`config.mk`:
```
export PLATFORM = sky130hd
export DESIGN_NAME = baggage_drop_seq_flat
export DESIGN_NICKNAME = d
export VERILOG_FILES = /design/src/rtl/baggage_drop_seq_pkg.sv /design/src/rtl/baggage_drop_seq_if.sv /design/src/rtl/baggage_drop_seq_sqrt.sv /design/src/rtl/baggage_drop_seq.sv /design/src/flat_wrapper.sv
export SDC_FILE = /design/constraint.sdc
export NUM_CORES = 1
export LEC_CHECK = 0
export ABC_CLOCK_PERIOD_IN_PS = 8550
export CAP_MARGIN = 40
export CORE_UTILIZATION = 59
export CTS_BUF_LIST = sky130_fd_sc_hd__clkbuf_16
export CTS_CLUSTER_SIZE = 30
export DETAILED_ROUTE_END_ITERATION = 8
export HOLD_SLACK_MARGIN = 0.03
export MAX_ROUTING_LAYER = met4
export PLACE_DENSITY = 0.87
export SLEW_MARGIN = 0
export SYNTH_ARGS = -nofsm -noshare
export SYNTH_HDL_FRONTEND = slang
export SYNTH_SLANG_ARGS = --single-unit
```
`constraint.sdc`:
```
create_clock -name clk -period 8.55 [get_ports clk]
set_input_delay 1.71 -clock clk [delete_from_list [all_inputs] [get_ports clk]]
set_output_delay 1.71 -clock clk [all_outputs]
set_load 0.01 [all_outputs]
```
`src/rtl/baggage_drop_seq_pkg.sv`:
```
// Shared types and constants for the sequential baggage-drop decision path:
// FSM state encoding, seven-segment glyphs and the display-word helper.
package baggage_pkg;

  typedef enum logic [2:0] {
    ST_IDLE    = 3'd0,
    ST_CAPTURE = 3'd1,
    ST_DIV     = 3'd2,
    ST_SQRT    = 3'd3,
    ST_DECIDE  = 3'd4
  } state_e;

  localparam int FRAC_W = 8;

  // Glyphs in gfedcba order, 1 = segment lit
  localparam logic [6:0] SEG_D     = 7'h5E;
  localparam logic [6:0] SEG_R     = 7'h50;
  localparam logic [6:0] SEG_O     = 7'h3F;
  localparam logic [6:0] SEG_P     = 7'h73;
  localparam logic [6:0] SEG_DASH  = 7'h40;
  localparam logic [6:0] SEG_E     = 7'h79;
  localparam logic [6:0] SEG_BLANK = 7'h00;

  // Four digits packed leftmost first: {seg1, seg2, seg3, seg4}
  function automatic logic [27:0] display_word(input logic drop, input logic fault);
    logic [27:0] word;
    if (fault) begin
      word = {SEG_E, SEG_R, SEG_R, SEG_BLANK};
    end else if (drop) begin
      word = {SEG_D, SEG_R, SEG_O, SEG_P};
    end else begin
      word = {SEG_DASH, SEG_DASH, SEG_DASH, SEG_DASH};
    end
    return word;
  endfunction

endpackage

```
`src/rtl/baggage_drop_seq_if.sv`:
```
// Request/result bundle between the sensor front end and baggage_drop_seq.
interface baggage_drop_seq_if #(
  parameter int N_SENSORS = 4,
  parameter int SENSOR_W  = 8,
  parameter int T_W       = 16
);
  logic                          start;
  logic [N_SENSORS*SENSOR_W-1:0] sensors;
  logic [T_W-1:0]                t_lim;
  logic                          drop_en;
  logic                          busy;
  logic                          done;
  logic [T_W-1:0]                t_act;
  logic                          drop_activated;
  logic                          sensor_fault;
  logic [6:0]                    seven_seg1;
  logic [6:0]                    seven_seg2;
  logic [6:0]                    seven_seg3;
  logic [6:0]                    seven_seg4;

  modport master (
    output start, sensors, t_lim, drop_en,
    input  busy, done, t_act, drop_activated, sensor_fault,
    input  seven_seg1, seven_seg2, seven_seg3, seven_seg4
  );

  modport slave (
    input  start, sensors, t_lim, drop_en,
    output busy, done, t_act, drop_activated, sensor_fault,
    output seven_seg1, seven_seg2, seven_seg3, seven_seg4
  );
endinterface

```
`src/rtl/baggage_drop_seq_sqrt.sv`:
```
// seq_sqrt: iterative restoring square root, one root bit per cycle.
// The first iteration runs in the start cycle so the result is ready IN_W/2 cycles later.
module seq_sqrt #(
  parameter int IN_W = 24
) (
  input  logic              clk,
  input  logic              rst_n,
  input  logic              start,
  input  logic [IN_W-1:0]   radicand,
  output logic [IN_W/2-1:0] root,
  output logic              done
);

  localparam int ROOT_W = IN_W / 2;
  localparam int REM_W  = ROOT_W + 3;
  localparam int CNT_W  = $clog2(ROOT_W + 1);

  logic              busy_r;
  logic              done_r;
  logic [CNT_W-1:0]  cnt_r;
  logic [REM_W-1:0]  rem_r;
  logic [ROOT_W-1:0] root_r;
  logic [IN_W-1:0]   rad_r;

  logic              start_ok_s;
  logic [REM_W-1:0]  rem_in_s;
  logic [ROOT_W-1:0] root_in_s;
  logic [IN_W-1:0]   rad_in_s;
  logic [REM_W-1:0]  shifted_s;
  logic [REM_W-1:0]  trial_s;
  logic [REM_W-1:0]  rem_nxt_s;
  logic [ROOT_W-1:0] root_nxt_s;
  logic [IN_W-1:0]   rad_nxt_s;

  // One restoring step, fed from the inputs on the start cycle
  always_comb begin
    start_ok_s = start & ~busy_r;
    if (start_ok_s) begin
      rem_in_s  = {REM_W{1'b0}};
      root_in_s = {ROOT_W{1'b0}};
      rad_in_s  = radicand;
    end else begin
      rem_in_s  = rem_r;
      root_in_s = root_r;
      rad_in_s  = rad_r;
    end
    shifted_s = {rem_in_s[REM_W-3:0], rad_in_s[IN_W-1 -: 2]};
    trial_s   = {1'b0, root_in_s, 2'b01};
    rad_nxt_s = {rad_in_s[IN_W-3:0], 2'b00};
    if (shifted_s >= trial_s) begin
      rem_nxt_s  = shifted_s - trial_s;
      root_nxt_s = {root_in_s[ROOT_W-2:0], 1'b1};
    end else begin
      rem_nxt_s  = shifted_s;
      root_nxt_s = {root_in_s[ROOT_W-2:0], 1'b0};
    end
  end

  // Iteration counter and working registers
  always_ff @(posedge clk or negedge rst_n) begin
    if (!rst_n) begin
      busy_r <= 1'b0;
      done_r <= 1'b0;
      cnt_r  <= {CNT_W{1'b0}};
      rem_r  <= {REM_W{1'b0}};
      root_r <= {ROOT_W{1'b0}};
      rad_r  <= {IN_W{1'b0}};
    end else begin
      done_r <= 1'b0;
      if (start_ok_s) begin
        busy_r <= 1'b1;
        cnt_r  <= {{(CNT_W-1){1'b0}}, 1'b1};
        rem_r  <= rem_nxt_s;
        root_r <= root_nxt_s;
        rad_r  <= rad_nxt_s;
      end else if (busy_r) begin
        rem_r  <= rem_nxt_s;
        root_r <= root_nxt_s;
        rad_r  <= rad_nxt_s;
        if (cnt_r == CNT_W'(ROOT_W - 1)) begin
          busy_r <= 1'b0;
          cnt_r  <= {CNT_W{1'b0}};
          done_r <= 1'b1;
        end else begin
          cnt_r <= cnt_r + {{(CNT_W-1){1'b0}}, 1'b1};
        end
      end else begin
        busy_r <= 1'b0;
      end
    end
  end

  assign root = root_r;
  assign done = done_r;

endmodule

```
`src/rtl/baggage_drop_seq.sv`:
```
// baggage_drop_seq: start/busy/done sequencer computing mean height, fall time and drop decision.
// Optional build macro BAGGAGE_SENSOR_MASK_EN excludes zero readings and enables the fault path.
module baggage_drop_seq
  import baggage_pkg::*;
#(
  parameter int N_SENSORS = 4,
  parameter int SENSOR_W  = 8,
  parameter int T_W       = 16
) (
  input logic               clk,
  input logic               rst_n,
  baggage_drop_seq_if.slave bus
);

  localparam int ROOT_W = SENSOR_W / 2 + FRAC_W;
  localparam int SUM_W  = SENSOR_W + $clog2(N_SENSORS);
  localparam int REM_W  = SUM_W - SENSOR_W + 1;
  localparam int VCNT_W = $clog2(N_SENSORS + 1);
  localparam int RAD_W  = SENSOR_W + 2 * FRAC_W;
  localparam int CNT_W  = 5;

  state_e              state_r;
  logic [CNT_W-1:0]    cnt_r;
  logic [SUM_W-1:0]    sum_r;
  logic [VCNT_W-1:0]   vcnt_r;
  logic [REM_W-1:0]    rem_r;
  logic [SENSOR_W-1:0] q_r;
  logic [T_W-1:0]      t_lim_r;
  logic                busy_r;
  logic                done_r;
  logic [T_W-1:0]      t_act_r;
  logic                drop_r;
  logic                fault_r;
  logic [27:0]         seg_r;

  logic [SENSOR_W-1:0] reading_s;
  logic                valid_s;
  logic                fault_s;
  logic [SUM_W-1:0]    sum_nxt_s;
  logic [VCNT_W-1:0]   vcnt_nxt_s;
  logic [REM_W-1:0]    trial_s;
  logic                div_ge_s;
  logic [REM_W-1:0]    rem_nxt_s;
  logic [T_W-1:0]      t_act_nxt_s;
  logic                drop_nxt_s;
  logic                sqrt_start_s;
  logic [ROOT_W-1:0]   root_s;
  logic                sqrt_done_s;

  // Capture accumulation, one division step and the decision terms
  always_comb begin
    reading_s = bus.sensors[int'(cnt_r)*SENSOR_W +: SENSOR_W];
`ifdef BAGGAGE_SENSOR_MASK_EN
    valid_s = (reading_s != {SENSOR_W{1'b0}});
    fault_s = (vcnt_r == {VCNT_W{1'b0}});
`else
    valid_s = 1'b1;
    fault_s = 1'b0;
`endif
    if (valid_s) begin
      sum_nxt_s  = sum_r + SUM_W'(reading_s);
      vcnt_nxt_s = vcnt_r + {{(VCNT_W-1){1'b0}}, 1'b1};
    end else begin
      sum_nxt_s  = sum_r;
      vcnt_nxt_s = vcnt_r;
    end
    trial_s  = {rem_r[REM_W-2:0], q_r[SENSOR_W-1]};
    div_ge_s = (trial_s >= REM_W'(vcnt_r));
    if (div_ge_s) begin
      rem_nxt_s = trial_s - REM_W'(vcnt_r);
    end else begin
      rem_nxt_s = trial_s;
    end
    // Fault path never starts the root, so t_act falls back to zero there
    if (sqrt_done_s) begin
      t_act_nxt_s = T_W'(root_s[ROOT_W-1:1]);
    end else begin
      t_act_nxt_s = {T_W{1'b0}};
    end
    drop_nxt_s   = bus.drop_en & ~fault_s & (t_act_nxt_s <= t_lim_r);
    sqrt_start_s = (state_r == ST_SQRT) && (cnt_r == {CNT_W{1'b0}});
  end

  seq_sqrt #(.IN_W(RAD_W)) u_sqrt (
    .clk      (clk),
    .rst_n    (rst_n),
    .start    (sqrt_start_s),
    .radicand ({q_r, {(2*FRAC_W){1'b0}}}),
    .root     (root_s),
    .done     (sqrt_done_s)
  );

  // Sequencer FSM with registered handshake and result outputs
  always_ff @(posedge clk or negedge rst_n) begin
    if (!rst_n) begin
      state_r <= ST_IDLE;
      cnt_r   <= {CNT_W{1'b0}};
      sum_r   <= {SUM_W{1'b0}};
      vcnt_r  <= {VCNT_W{1'b0}};
      rem_r   <= {REM_W{1'b0}};
      q_r     <= {SENSOR_W{1'b0}};
      t_lim_r <= {T_W{1'b0}};
      busy_r  <= 1'b0;
      done_r  <= 1'b0;
      t_act_r <= {T_W{1'b0}};
      drop_r  <= 1'b0;
      fault_r <= 1'b0;
      seg_r   <= 28'h0000000;
    end else begin
      done_r <= 1'b0;
      case (state_r)
        ST_IDLE: begin
          // A start coinciding with done is dropped so each run needs a fresh request
          if (bus.start && !done_r) begin
            state_r <= ST_CAPTURE;
            busy_r  <= 1'b1;
            cnt_r   <= {CNT_W{1'b0}};
            sum_r   <= {SUM_W{1'b0}};
            vcnt_r  <= {VCNT_W{1'b0}};
            t_lim_r <= bus.t_lim;
          end else begin
            state_r <= ST_IDLE;
          end
        end
        ST_CAPTURE: begin
          sum_r  <= sum_nxt_s;
          vcnt_r <= vcnt_nxt_s;
          if (cnt_r == CNT_W'(N_SENSORS - 1)) begin
            cnt_r   <= {CNT_W{1'b0}};
            rem_r   <= REM_W'(sum_nxt_s >> SENSOR_W);
            q_r     <= sum_nxt_s[SENSOR_W-1:0];
            state_r <= ST_DIV;
          end else begin
            cnt_r <= cnt_r + {{(CNT_W-1){1'b0}}, 1'b1};
          end
        end
        ST_DIV: begin
          rem_r <= rem_nxt_s;
          q_r   <= {q_r[SENSOR_W-2:0], div_ge_s};
          if (cnt_r == CNT_W'(SENSOR_W - 1)) begin
            cnt_r <= {CNT_W{1'b0}};
            if (fault_s) begin
              state_r <= ST_DECIDE;
            end else begin
              state_r <= ST_SQRT;
            end
          end else begin
            cnt_r <= cnt_r + {{(CNT_W-1){1'b0}}, 1'b1};
          end
        end
        ST_SQRT: begin
          if (cnt_r == CNT_W'(ROOT_W - 1)) begin
            cnt_r   <= {CNT_W{1'b0}};
            state_r <= ST_DECIDE;
          end else begin
            cnt_r <= cnt_r + {{(CNT_W-1){1'b0}}, 1'b1};
          end
        end
        ST_DECIDE: begin
          state_r <= ST_IDLE;
          busy_r  <= 1'b0;
          done_r  <= 1'b1;
          t_act_r <= t_act_nxt_s;
          drop_r  <= drop_nxt_s;
          fault_r <= fault_s;
          seg_r   <= display_word(drop_nxt_s, fault_s);
        end
        default: begin
          state_r <= ST_IDLE;
          busy_r  <= 1'b0;
          cnt_r   <= {CNT_W{1'b0}};
        end
      endcase
    end
  end

  assign bus.busy           = busy_r;
  assign bus.done           = done_r;
  assign bus.t_act          = t_act_r;
  assign bus.drop_activated = drop_r;
  assign bus.sensor_fault   = fault_r;
  assign bus.seven_seg1     = seg_r[27:21];
  assign bus.seven_seg2     = seg_r[20:14];
  assign bus.seven_seg3     = seg_r[13:7];
  assign bus.seven_seg4     = seg_r[6:0];

endmodule
```
`src/flat_wrapper.sv`:
```
// flat-port wrapper written by rule: the top's interface ports become plain ports
module baggage_drop_seq_flat import baggage_pkg::*;
#(
  parameter int N_SENSORS = 4,
  parameter int SENSOR_W  = 8,
  parameter int T_W       = 16
)
  (clk, rst_n, bus_start, bus_sensors, bus_t_lim, bus_drop_en, bus_busy, bus_done, bus_t_act, bus_drop_activated, bus_sensor_fault, bus_seven_seg1, bus_seven_seg2, bus_seven_seg3, bus_seven_seg4);
  baggage_drop_seq_if #(.N_SENSORS(N_SENSORS), .SENSOR_W(SENSOR_W), .T_W(T_W)) bus_i ();
  input logic clk;
  input logic rst_n;
  input wire logic [$bits(bus_i.start)-1:0] bus_start;
  input wire logic [$bits(bus_i.sensors)-1:0] bus_sensors;
  input wire logic [$bits(bus_i.t_lim)-1:0] bus_t_lim;
  input wire logic [$bits(bus_i.drop_en)-1:0] bus_drop_en;
  output wire logic [$bits(bus_i.busy)-1:0] bus_busy;
  output wire logic [$bits(bus_i.done)-1:0] bus_done;
  output wire logic [$bits(bus_i.t_act)-1:0] bus_t_act;
  output wire logic [$bits(bus_i.drop_activated)-1:0] bus_drop_activated;
  output wire logic [$bits(bus_i.sensor_fault)-1:0] bus_sensor_fault;
  output wire logic [$bits(bus_i.seven_seg1)-1:0] bus_seven_seg1;
  output wire logic [$bits(bus_i.seven_seg2)-1:0] bus_seven_seg2;
  output wire logic [$bits(bus_i.seven_seg3)-1:0] bus_seven_seg3;
  output wire logic [$bits(bus_i.seven_seg4)-1:0] bus_seven_seg4;
  assign bus_i.start = bus_start;
  assign bus_i.sensors = bus_sensors;
  assign bus_i.t_lim = bus_t_lim;
  assign bus_i.drop_en = bus_drop_en;
  assign bus_busy = bus_i.busy;
  assign bus_done = bus_i.done;
  assign bus_t_act = bus_i.t_act;
  assign bus_drop_activated = bus_i.drop_activated;
  assign bus_sensor_fault = bus_i.sensor_fault;
  assign bus_seven_seg1 = bus_i.seven_seg1;
  assign bus_seven_seg2 = bus_i.seven_seg2;
  assign bus_seven_seg3 = bus_i.seven_seg3;
  assign bus_seven_seg4 = bus_i.seven_seg4;
  baggage_drop_seq #(.N_SENSORS(N_SENSORS), .SENSOR_W(SENSOR_W), .T_W(T_W)) u_core (.clk(clk), .rst_n(rst_n), .bus(bus_i));
endmodule
```
; ---- Word-level counts from Yosys, hierarchy flattened
; Cells that the tools add are included.
[op_classes]
shift = 1
n_mux = 44
n_bitwise = 5
eq_ne = 12
n_reduce_logical = 15
magnitude_cmp = 3
add_sub_neg = 6
[op_table]
columns = op, count
row1 = $mux 24, 3
row2 = $mux 13, 4
row3 = $mux 12, 3
row4 = $shiftx 32x9->8, 1
row5 = $mux 26, 1
row6 = $pmux 5 s5, 1
row7 = $mux 5, 4
row8 = $pmux 10 s2, 1
row9 = $le 11x16->1, 1
row10 = $pmux 8 s2, 1
row11 = $ge 15x14->1, 1
row12 = $sub 13x13->13, 1
row13 = $mux 3, 4
row14 = $mux 4, 3
row15 = $pmux 3 s4, 1
row16 = $mux 11, 1
row17 = $add 10x8->10, 1
row18 = $mux 1, 10
row19 = $mux 10, 1
row20 = $reduce_and 2->1, 5
row21 = $mux 8, 1
row22 = $eq 3x2->1 const B, 2
row23 = $ne 2x1->1 const B, 3
row24 = $pmux 3 s2, 1
row25 = 24 further kinds, 31
[word_totals]
ff_bits = 149
word_cells = 104

; ---- Depth between registers and ports, before layout
[logic_depth]
word_depth = 8
ltp_mapped = 17
ltp_nobuf = 15

; ---- Hierarchy
; From an unflattened synthesis, not the netlist that was laid out.
[hier_totals]
cells_unflattened = 735
hier_area_um2 = 7243.2
[by_module_without_submodules]
columns = module, area_each_um2, n_inst, cells_per_inst
row1 = baggage_drop_seq, 3965.1, 1, 389
row2 = seq_sqrt, 3278.1, 1, 346

; ---- Least setup slack after synthesis
; Ideal clock, no wire load.
[synth_timing]
path_type = register -> register
from = register u_core.cnt_r[0]
to = register u_core.u_sqrt.rem_r[4]
setup_slack_ps = 4513
arrival_time_ps = 3902
setup_time_ps = 135
path_stages_with_launch = 18
synth_period_minus_slack_ps = 4037
path_buffers = 3
required_ps = 8415
cell_sequence = dfrtp_1 buf_1 inv_1 ha_1 nor4b_4 nand2_1 clkbuf_1 nand2_1 ha_1 o21ai_0 nor4b_2 o31a_1 o21a_2 o31a_4 o211ai_4 buf_6 mux2i_1 mux2i_1
[synth_via]
elab_chain_len = 8
[synth_rtl]
columns = item, line
row1 = from (decl), baggage_drop_seq.sv:23  ; logic [CNT_W-1:0] cnt_r;
row2 = from (signal assigned), baggage_drop_seq.sv:97  ; cnt_r <= {CNT_W{1'b0}};
row3 = from (signal assigned), baggage_drop_seq.sv:117  ; cnt_r <= {CNT_W{1'b0}};
row4 = from (signal assigned), baggage_drop_seq.sv:129  ; cnt_r <= {CNT_W{1'b0}};
row5 = $logic_not 5->1 (*), baggage_drop_seq.sv:81  ; sqrt_start_s = (state_r == ST_SQRT) && (cnt_r == {CNT_W{1'b0}});
row6 = $logic_and 1x1->1 (*), baggage_drop_seq.sv:81
row7 = $and 1x1->1 (*), baggage_drop_seq_sqrt.sv:37  ; start_ok_s = start & ~busy_r;
row8 = "$mux 24, or another cell as far along", baggage_drop_seq_sqrt.sv:38  ; if (start_ok_s) begin
row9 = $sub 13x13->13 / $ge 15x14->1 (equally long branches), "baggage_drop_seq_sqrt.sv:51, baggage_drop_seq_sqrt.sv:50"
row10 = $mux 13, baggage_drop_seq_sqrt.sv:50  ; if (shifted_s >= trial_s) begin
row11 = $mux 13, baggage_drop_seq_sqrt.sv:76  ; end else if (busy_r) begin
row12 = $mux 13, baggage_drop_seq_sqrt.sv:70  ; if (start_ok_s) begin
row13 = to (signal assigned), baggage_drop_seq_sqrt.sv:65  ; rem_r <= {REM_W{1'b0}};
row14 = to (signal assigned), baggage_drop_seq_sqrt.sv:73  ; rem_r <= rem_nxt_s;
row15 = to (signal assigned), baggage_drop_seq_sqrt.sv:77  ; rem_r <= rem_nxt_s;
row16 = to (decl), baggage_drop_seq_sqrt.sv:21  ; logic [REM_W-1:0] rem_r;
; Every way passes the cells marked *; elsewhere a longest branch is shown, timed or not. The select of a mux whose other input is x is not followed.
; A chain may end at the register's enable or synchronous reset.

; ---- Worst setup path after layout
[layout_timing]
from = register u_core.cnt_r[0]
to = register u_core.u_sqrt.rem_r[7]
; Same word-level chain as after synthesis.

==> impl_metrics.toml <==
[critical_path]
worstPathArrival_ps = 4960
start_kind = "flip-flop"
cp_max_fo = 27
endpoint_kind = "flip-flop"
startpoint = "u_core.cnt_r[0]$_DFFE_PN0P_"
r2r_start = "u_core.cnt_r[0]$_DFFE_PN0P_"
cp_data_required_time_ps = 8780
criticalPathCategory = "flip-flop to flip-flop"

[yosys]
yosys_warnings = 0
synth_flop_cell = "dfrtp_1"
synth_top_area_share_pct = 39.40
syn_area_per_cell_um2 = 9.579
synthCells = 663
synth_seq_area_share_pct = 39.40
async_flop_share_pct = 100.0
ys_types = 65
ys_seq_elements = 100
synth_edf_count = 0
yosys.area.top_type = "dfrtp_1"
syn_area_um2 = 6351
synth_area_leaders = "dfrtp_1, ha_1, mux2_2"

[grt]
antenna_found_initial = 0
grt_pass1_wl_um = 24460
grt_overflow = 0
grt_pass1_vias = 5116
grt_usage_pct = 28.58
grt_max_degree = 58

[placed_design]
gp_congestion = 0.9839
dpl-instance-area_um2 = 7083
hpwl_um = 10540
port_buffers = 84

[die]
rows = 37
core_um2 = 10370
die_h_um = 105.8
boundaryPins = 100
initial_core_util_pct = 61.25
die-area_um2 = 11180
die_x_um = 105.8

[power_and_ir_drop]
p_leak_nw = 3.309
p_per_area_nw_per_um2 = 410.3
vdd_drop_max_v = 0.0002541

[clock_tree]
clock_sinks = 100
cts-resized-gates = 0
hold_buffers = 0
clock_path_buffers = 2
cts_tree = "done"
post-cts-setup-buffers = 0
path_clk_slew_ps = 70
htree_levels = 3
clk_latency_ps = 350
clockRootBuffer = "clkbuf_16"
numCtsBuffers = 9

[drt]
first_iter_violations = 342
vias = 5092
routedWlPerCell_um = 17.20
drt-total-wl_um = 14720
dr.pass1.iters = 7
route.detailed.drc = 0
via_per_inst = 5.949
ant_nets = 0

[layout]
diodes = 0
fin_util_pct = 71.20
final_cell_mix = "dfrtp_1, clkdlybuf4s50_1, nand2_1"
area_delta_synth_final_pct = 16.25
seq_area_um2 = 2502
multi_input_area_um2 = 3417
drive_gt1_share_pct = 10.14
layout_commonest_cell = "dfrtp_1"
fin_nets = 807
fillers = 730
post-route-cell-area_um2 = 7383

[min_path]
min_from = "u_core.u_sqrt.rad_r[21]$_DFFE_PN0P_"
min_path_type = "flip-flop to flip-flop"

[sta]
grt_setup_unrepaired = "no"
maxSlewHeadroom_pct = 39.66
clock_skew_ps = 11.39
min_period_over_period_pct = 55.37
setup_viol = 0
min_period_ps = 4734
final-hold-violation-count = 0
maxSlewViolCount = 0
finalSetupTns_ps = 0
max_clock_freq_ghz = 0.2112
worst_pin_slew_ps = 902.6

[outcome]
outcome = "completed"

[job]
maxCapViolCount = 0
[layer usage]
layer,GRT usage (%),wire length [um],up-vias
met5,-,0,-
met4,7.639,272,0
met3,5.071,618,29
met2,50.42,7846,183
met1,33.60,5985,2497
li1,-,-,2383
[worst paths after layout]
path | to | slack (ps) | cells past startpoint
min reg2reg | u_core.u_sqrt.rad_r[23]$_DFFE_PN0P_ | 490 | 2
max | u_core.u_sqrt.rem_r[7]$_DFFE_PN0P_ | 3820 | 14
min in group asynchronous | u_core.cnt_r[1]$_DFFE_PN0P_ | 1340 | 1
max reg2reg | u_core.u_sqrt.rem_r[7]$_DFFE_PN0P_ | 3820 | 14
max in group asynchronous | u_core.t_lim_r[8]$_DFFE_PN0P_ | 6080 | 2
min | u_core.u_sqrt.rad_r[23]$_DFFE_PN0P_ | 490 | 2
[cells in the mapped netlist, drive strengths merged, types with 2 or more instances]
cell    count
and3b       5
a211oi      4
a22oi       8
and3        5
and2       33
nor3        5
dfrtp     100
inv        32
mux2       31
buf        38
a31oi       3
mux4        7
o22ai       2
a21oi      20
mux2i      11
o211ai      4
or3b        2
o21bai      4
o221a       2
ha         39
nand3      24
nand2      79
clkbuf     24
nand4       2
o21ai      61
o21a        9
a32oi       2
nor4b       2
xnor2      14
nor4        3
a211o       2
nand2b      6
a311oi      2
xor2        8
nor3b       3
o31a        2
a221o       6
nor2       29
o31ai       3
a21o        8
nor2b       7
[through the flow]
| stage | hold WS (ps) | std cells | power [mW] | worst slack (ps) |
|---|---|---|---|---|
| floorplan | 452.8 | 677 | 2.173 | 4513 |
| CTS | 491.7 | 856 | 3.016 | 3855 |
| global route | 506.9 | 856 | 3.260 | 3476 |
| finish | 486.9 | 856 | 3.030 | 3816 |
| global placement | 468.0 | 839 | 2.476 | 3954 |
| detailed placement | 469.0 | 840 | 2.583 | 3823 |
[report_power, final]
group | internal, mW | switching (mW)
Clock | 0.228 | 0.186
Combinational | 0.818 | 0.914
Sequential | 0.683 | 0.201
[final cells by class]
| type | count | share of cell area (%) |
|---|---|---|
| multi-input combinational | 483 | 46.28 |
| sequential | 100 | 33.89 |
| timing repair buffer | 89 | 11.83 |
| clock buffer | 9 | 3.050 |
| tap | 136 | 2.305 |
| inverter | 32 | 1.627 |
| clock inverter | 7 | 1.017 |
[worst max-delay path, cell delays in order (launching register included)]
cell and delay (ps):
dfrtp_1 610, inv_1 130, ha_1 220, nor4b_4 270, nand2_1 520, and2_1 380
ha_1 350, o21ai_0 120, nor4b_2 190, o31a_1 300, o21a_2 250, o31a_4 290
o211ai_4 490, nor2_2 150, a221o_1 330
[kinds of logic (layout without fill, tap and decap cells)]
| logic type | Yosys count | count (layout) | synth area share [%] |
|---|---|---|---|
| AND/OR/NAND/NOR | 210 | 210 | 17.00 |
| flip-flops | 100 | 100 | 39.40 |
| adder cells (fa/ha/maj) | 40 | 40 | 7.998 |
| other | 1 | 15 | 0.05904 |
| AO/OA/AOI/OAI | 147 | 147 | 15.17 |
| buffers and inverters | 94 | 137 | 7.624 |
| XOR/XNOR | 22 | 22 | 3.034 |
| multiplexers | 49 | 49 | 9.712 |
[state kept, by name (all words and copies together) (netlist names)]
signal	count
u_core.cnt_r	5
u_core.u_sqrt.rem_r	13
u_core.t_lim_r	16
u_core.sum_r	10
u_core.u_sqrt.rad_r	6
u_core.state_r	3
u_core.rem_r	2
u_core.bus.busy	1
u_core.u_sqrt.cnt_r	4
u_core.seg_r	3
u_core.u_sqrt.root	12
u_core.bus.done	1
u_core.u_sqrt.busy_r	1
u_core.u_sqrt.done	1
u_core.vcnt_r	3
u_core.bus.t_act	11
u_core.q_r	8
Note: power is estimated with default switching activity, not from simulation.
